## src/rtl/acc_mul2b.sv

```systemverilog
// Multiply-accumulate back end: sums N_TERMS 4-bit products per run.
// Define ACC_MUL2B_SAT_EN to clamp acc on overflow instead of wrapping.
module acc_mul2b #(
    parameter int N_TERMS = 4,
    parameter int ACC_W   = 8,
    localparam int CNT_W  = $clog2(N_TERMS + 1)
) (
    input  logic             clk,
    input  logic             rst,
    input  logic             start,
    input  logic [3:0]       z,
    input  logic             z_valid,
    output logic             ready,
    output logic [ACC_W-1:0] acc,
    output logic [CNT_W-1:0] count,
    output logic             done,
    output logic             ovf
);

    typedef enum logic [1:0] {
        IDLE = 2'd0,
        RUN  = 2'd1,
        DONE = 2'd2
    } state_t;

    state_t           state;
    logic [ACC_W:0]   sum;
    logic             sum_ovf;
    logic [ACC_W-1:0] acc_nxt;
    logic             last;

    assign sum     = {1'b0, acc} + {{(ACC_W - 3){1'b0}}, z};
    assign sum_ovf = sum[ACC_W];
    assign last    = (count == CNT_W'(N_TERMS - 1));
    assign ready   = (state == RUN);
    assign done    = (state == DONE);

`ifdef ACC_MUL2B_SAT_EN
    assign acc_nxt = sum_ovf ? {ACC_W{1'b1}} : sum[ACC_W-1:0];
`else
    assign acc_nxt = sum[ACC_W-1:0];
`endif

    // start outranks a simultaneous accept, so that term is dropped
    always_ff @(posedge clk) begin
        if (rst) begin
            state <= IDLE;
            acc   <= '0;
            count <= '0;
            ovf   <= 1'b0;
        end else if (start) begin
            state <= RUN;
            acc   <= '0;
            count <= '0;
            ovf   <= 1'b0;
        end else begin
            unique case (state)
                IDLE: state <= IDLE;
                RUN: begin
                    if (z_valid) begin
                        acc   <= acc_nxt;
                        count <= count + 1'b1;
                        if (sum_ovf)
                            ovf <= 1'b1;
                        if (last)
                            state <= DONE;
                    end
                end
                DONE: state <= DONE;
                default: state <= IDLE;
            endcase
        end
    end

endmodule

```

## config.mk

```make
export PLATFORM = sky130hd
export DESIGN_NAME = acc_mul2b
export DESIGN_NICKNAME = d
export VERILOG_FILES = /design/src/rtl/acc_mul2b.sv
export SDC_FILE = /design/constraint.sdc
export NUM_CORES = 1
export LEC_CHECK = 0
export CORE_MARGIN = 5
export CORE_UTILIZATION = 35
export DETAILED_ROUTE_END_ITERATION = 8
export DONT_BUFFER_PORTS = 1
export PLACE_DENSITY = 0.57
export SLEW_MARGIN = 20
export SYNTH_ARGS = -nofsm -noshare
export SYNTH_HDL_FRONTEND = slang
export SYNTH_SLANG_ARGS = --single-unit
```

## constraint.sdc

```tcl
create_clock -name clk -period 2.4 [get_ports clk]
set_input_delay 0.36 -clock clk [delete_from_list [all_inputs] [get_ports clk]]
set_output_delay 0.36 -clock clk [all_outputs]
set_load 0.03 [all_outputs]
```

Word-level counts from Yosys, hierarchy flattened
Index checks and enable logic that the tools add are counted.
Storage, ports and cells
  register bits: 14
  bits of input ports: 8
  output and inout port bits: 14
  logic and storage cells: 23
Cells by class
  $add $sub $neg: 2
  eq/ne operators: 7
  muxes and demuxes: 4
  reductions and logical operators: 5
Operators by type and width (count)
  adder 8 x 4 -> 9 bit: 1
  AND reduction 2 bit: 3
  two-way mux 2 bit: 2
  one-hot mux 2 bit (2 select lines): 1
  adder 3 x 1 -> 3 bit, second input constant: 1
  == test 3 x 2 -> 1 bit, second input constant: 1
  inequality test 3 x 2 -> 1 bit, second input constant: 1
  inequality test 3 bit, second input constant: 1
  AND reduction 3 bit: 1
  == test 2 x 1 -> 1 bit, second input constant: 1
  == test 2 bit, second input constant: 1
  inequality test 2 x 1 -> 1 bit, second input constant: 1
  inequality test 2 bit, second input constant: 1
  OR reduction 2 bit: 1
  two-way mux 1 bit: 1

Longest topological paths before layout
  depth after elaboration: 5
  mapped depth: 7
  mapped depth without buffers: 7

Worst setup path before layout
Ideal clock, no wire load.
  path kind: reg-to-reg
  from: reg acc[0]
  to: reg acc[4]
  setup time: 0.069 ns
  arrival: 1.888 ns
  required time: 2.331 ns
  slack: 0.443 ns
  cell stages (with the launch flop): 8
  path buffers: 0
  clock period less this slack: 1.957 ns
  path through: dfxtp_1 -> ha_1 -> inv_1 -> fa_1 -> nor2b_1 -> o21ai_1 -> a2111o_1 -> o21ai_1
Between the ends
  cells in the longest elaborated chain, start to end: 1
RTL lines
  from (decl): RTL line 14  | output logic [ACC_W-1:0] acc,
  from (signal assigned): RTL line 61  | acc <= acc_nxt;
  adder 8 x 4 -> 9 bit: RTL line 32  | assign sum = {1'b0, acc} + {{(ACC_W - 3){1'b0}}, z};
Every way passes these cells.
A chain may end at the register's enable or synchronous reset.

Worst setup path in the final report
Same ends and word-level chain as after synthesis.

==> flow_metrics.py <==
metrics = {
    "timing": {
        "fin_crit_sh_pct": 77.10,
        "finalMaxSlewViolations": 0,
        "finalSetupViolCount": 0,
        "skew_ps": 3.583,
        "fmax_mhz": 540.4,
        "tightest_slew_ps": 470.9,
        "setup_tns_ps": 0,
        "finalCriticalPeriod_ps": 1850,
        "slew_headroom_pct": 68.61,
        "holdWs_ps": 144.9,
        "rsz0062_at_grt": "false",
        "hold_viol": 0,
    },
    "min_path": {
        "hold_path_depth": 1,
        "worstHoldEndpoint": "state[0]$_SDFFE_PP0P_",
        "hold_start": "rst",
        "hold_path.class": "in -> reg",
    },
    "clock_network": {
        "path_clk_slew_ps": 90,
        "cts_resized": 0,
        "cts_hold_buf": 0,
        "insertion_delay_ps": 280,
        "clock-root-buffer": "clkbuf_4",
        "post-cts-setup-buffer-count": 0,
        "cts_max_level": 1,
        "cts_tree": "built",
        "clockBufferDepth": 2,
        "numClockSinks": 14,
        "cts_made_buffers": 3,
    },
    "yosys": {
        "syn-num-nets": 105,
        "avgSynthCellArea_um2": 8.730,
        "netlist_area_um2": 768.2,
        "synth_area_leaders": "dfxtp_1 36%, ha_1 13%, nand2_1 5.4%",
        "ys_async_sr_fraction_pct": 0,
        "synth_top_area_share_pct": 36.48,
        "synth_area_leader_cell": "dfxtp_1",
        "synth_edf_count": 0,
        "ys_ff_latch": 14,
        "yosysUniqueCellTypes": 31,
        "yosys_warnings": 0,
        "ys_seq_area_share_pct": 36.48,
        "synth_flop_cell": "dfxtp_1",
        "synthCells": 88,
    },
    "routing": {
        "dr.pass1.iters": 3,
        "routed_wl_um": 1604,
        "viasPerCell": 5.217,
        "wl_per_cell_um": 13.37,
        "vias": 626,
        "antenna_left": 0,
        "drc": 0,
        "drt-initial-drc-count": 5,
    },
    "pwr": {
        "leakage_nw": 0.3250,
        "power_frac_clock_pct": 37.2,
        "power_frac_comb_pct": 9.5,
        "ir_drop_v": 0.0002608,
        "power.switching_w": 0.0001105,
        "p_int_w": 0.0003430,
        "p_sw_share_pct": 24.36,
        "seq_power_share_pct": 53.3,
        "powerDensity_mw_per_mm2": 537.0,
    },
    "critical_path": {
        "arrival_ps": 2060,
        "cp.required_ps": 2610,
        "reg2reg_to": "acc[4]$_SDFFE_PP0P_",
        "r2r_setup_slack_ps": 550,
        "cp-end-kind": "register",
        "crit_path_start_kind": "register",
        "ff2ff_path_depth": 7,
        "r2r-start": "acc[0]$_SDFFE_PP0P_",
        "crit_fanout": 4,
        "critical_path_class": "reg -> reg",
    },
    "floorplanning": {
        "die_w_um": 56.85,
        "die_h_um": 56.85,
        "die_area_mm2": 0.003232,
        "io-pin-count": 22,
        "start_util_pct": 35.76,
        "core_mm2": 0.002148,
        "rows": 17,
    },
    "global_routing": {
        "antenna_found_initial": 0,
        "grtUsageTotal_pct": 10.84,
        "grt_pass1_vias": 607,
        "grt-ovfl-total": 0,
        "grt_max_degree": 12,
        "grt_pass1_wl_um": 2718,
    },
    "outcome": {
        "status": "finished, final reports clean",
    },
    "placed_design": {
        "dp_hpwl_um": 1207,
        "numPortBuffers": 0,
        "place_congestion": 0.8689,
    },
    "final_layout": {
        "final_cell_mix": "14 x dfxtp_1, 11 x nand2_1, 8 x inv_1, 8 x nor2_1, 8 x ha_1",
        "drive_gt1_share_pct": 9.783,
        "final_common_cell": "dfxtp_1",
        "final_net_count": 110,
        "multi_input_area_um2": 447.9,
        "n_antenna_cell": 0,
        "seqCellArea_um2": 280.3,
        "area_growth_pct": 9.935,
        "final.fill_count": 234,
    },
    "flow_run": {
        "maxCapViolations": 0,
    },
}
## registers in the layout (all words and copies together), names as in the netlist
| register | cells |
|---|---|
| state | 2 |
| count | 3 |
| acc | 8 |
| ovf | 1 |
## critical path, cell delays in order (launching register included)
cell and delay [ps]:
dfxtp_1 340, ha_1 200, inv_1 70, fa_1 390, nor2b_1 160, o21ai_1 130
a2111o_1 430, o21ai_1 70
## through the flow
| stage | setup slack (ps) | cells | utilization, % | power, W | cell area [um2] |
|---|---|---|---|---|---|
| finish | 549.6 | 120 | 39.31 | 0.0004535 | 844.6 |
| global route | 448.1 | 120 | 39.31 | 0.0004804 | 844.6 |
| CTS | 550.6 | 120 | 39.31 | 0.0004654 | 844.6 |
| detailed placement | 549.9 | 116 | 37.62 | 0.0002905 | 808.3 |
| global placement | 598.2 | 116 | 37.62 | 0.0002902 | 808.3 |
| floorplan | 442.6 | 88 | - | 0.0002826 | 768.2 |
## final cells by class
| class | instances | share of cell area, % |
|---|---|---|
| Sequential cell | 14 | 33.19 |
| Timing Repair Buffer | 2 | 1.778 |
| Inverter | 8 | 3.556 |
| Clock buffer | 4 | 4.296 |
| Tap cell | 28 | 4.148 |
| Multi-Input combinational cell | 64 | 53.04 |
## per-layer routing
metal | global-route usage (%) | up-vias | share of wire, %
li1 | - | 325 | -
met1 | 11.91 | 279 | 43
met2 | 17.33 | 20 | 44
met3 | 6.897 | 2 | 13
met4 | 2.980 | 0 | 0.75
met5 | 0 | - | 0
## power groups by stage
| stage | sequential (W) | clock, W | combinational, W |
|---|---|---|---|
| 2_1_floorplan | 0.000248 | 0 | 0.0000344 |
| 3_3_place_gp | 0.000247 | 0 | 0.0000430 |
| 3_5_place_dp | 0.000247 | 0 | 0.0000432 |
| 4_1_cts | 0.000242 | 0.000180 | 0.0000438 |
| 5_1_grt | 0.000242 | 0.000187 | 0.0000507 |
| 6_report | 0.000242 | 0.000169 | 0.0000431 |
## worst max path at each step
stage                                endpoint  depth (start not counted)  slack, ps                start
after CTS                 acc[4]$_SDFFE_PP0P_                          7        550  acc[0]$_SDFFE_PP0P_
after global placement    acc[4]$_SDFFE_PP0P_                          7        600                 z[0]
after floorplan           acc[4]$_SDFFE_PP0P_                          7        440  acc[0]$_SDFFE_PP0P_
after detailed placement  acc[4]$_SDFFE_PP0P_                          7        550                 z[0]
after global routing      acc[4]$_SDFFE_PP0P_                          7        450  acc[0]$_SDFFE_PP0P_
final                     acc[4]$_SDFFE_PP0P_                          7        550  acc[0]$_SDFFE_PP0P_
## cells by family (layout without fill, tap and decap cells)
logic type	count (synthesis)	count (layout)	synth area share (%)
compound gates	25	25	22.96
xor+xnor	1	1	1.140
fa+ha+maj	9	9	15.64
buf+inv	10	14	5.212
flops	14	14	36.48
mux	1	1	1.303
simple gates	28	28	17.26
## synth_stat cells, types with 2 or more instances
cell and count:
o21ai_1 3, dfxtp_1 14, a21oi_1 5, a31oi_1 3, nand2_1 11, buf_2 2
nor2b_1 2, ha_1 8, nor2_1 8, a211oi_1 4, inv_1 8
(Power assumes the default switching activity.)
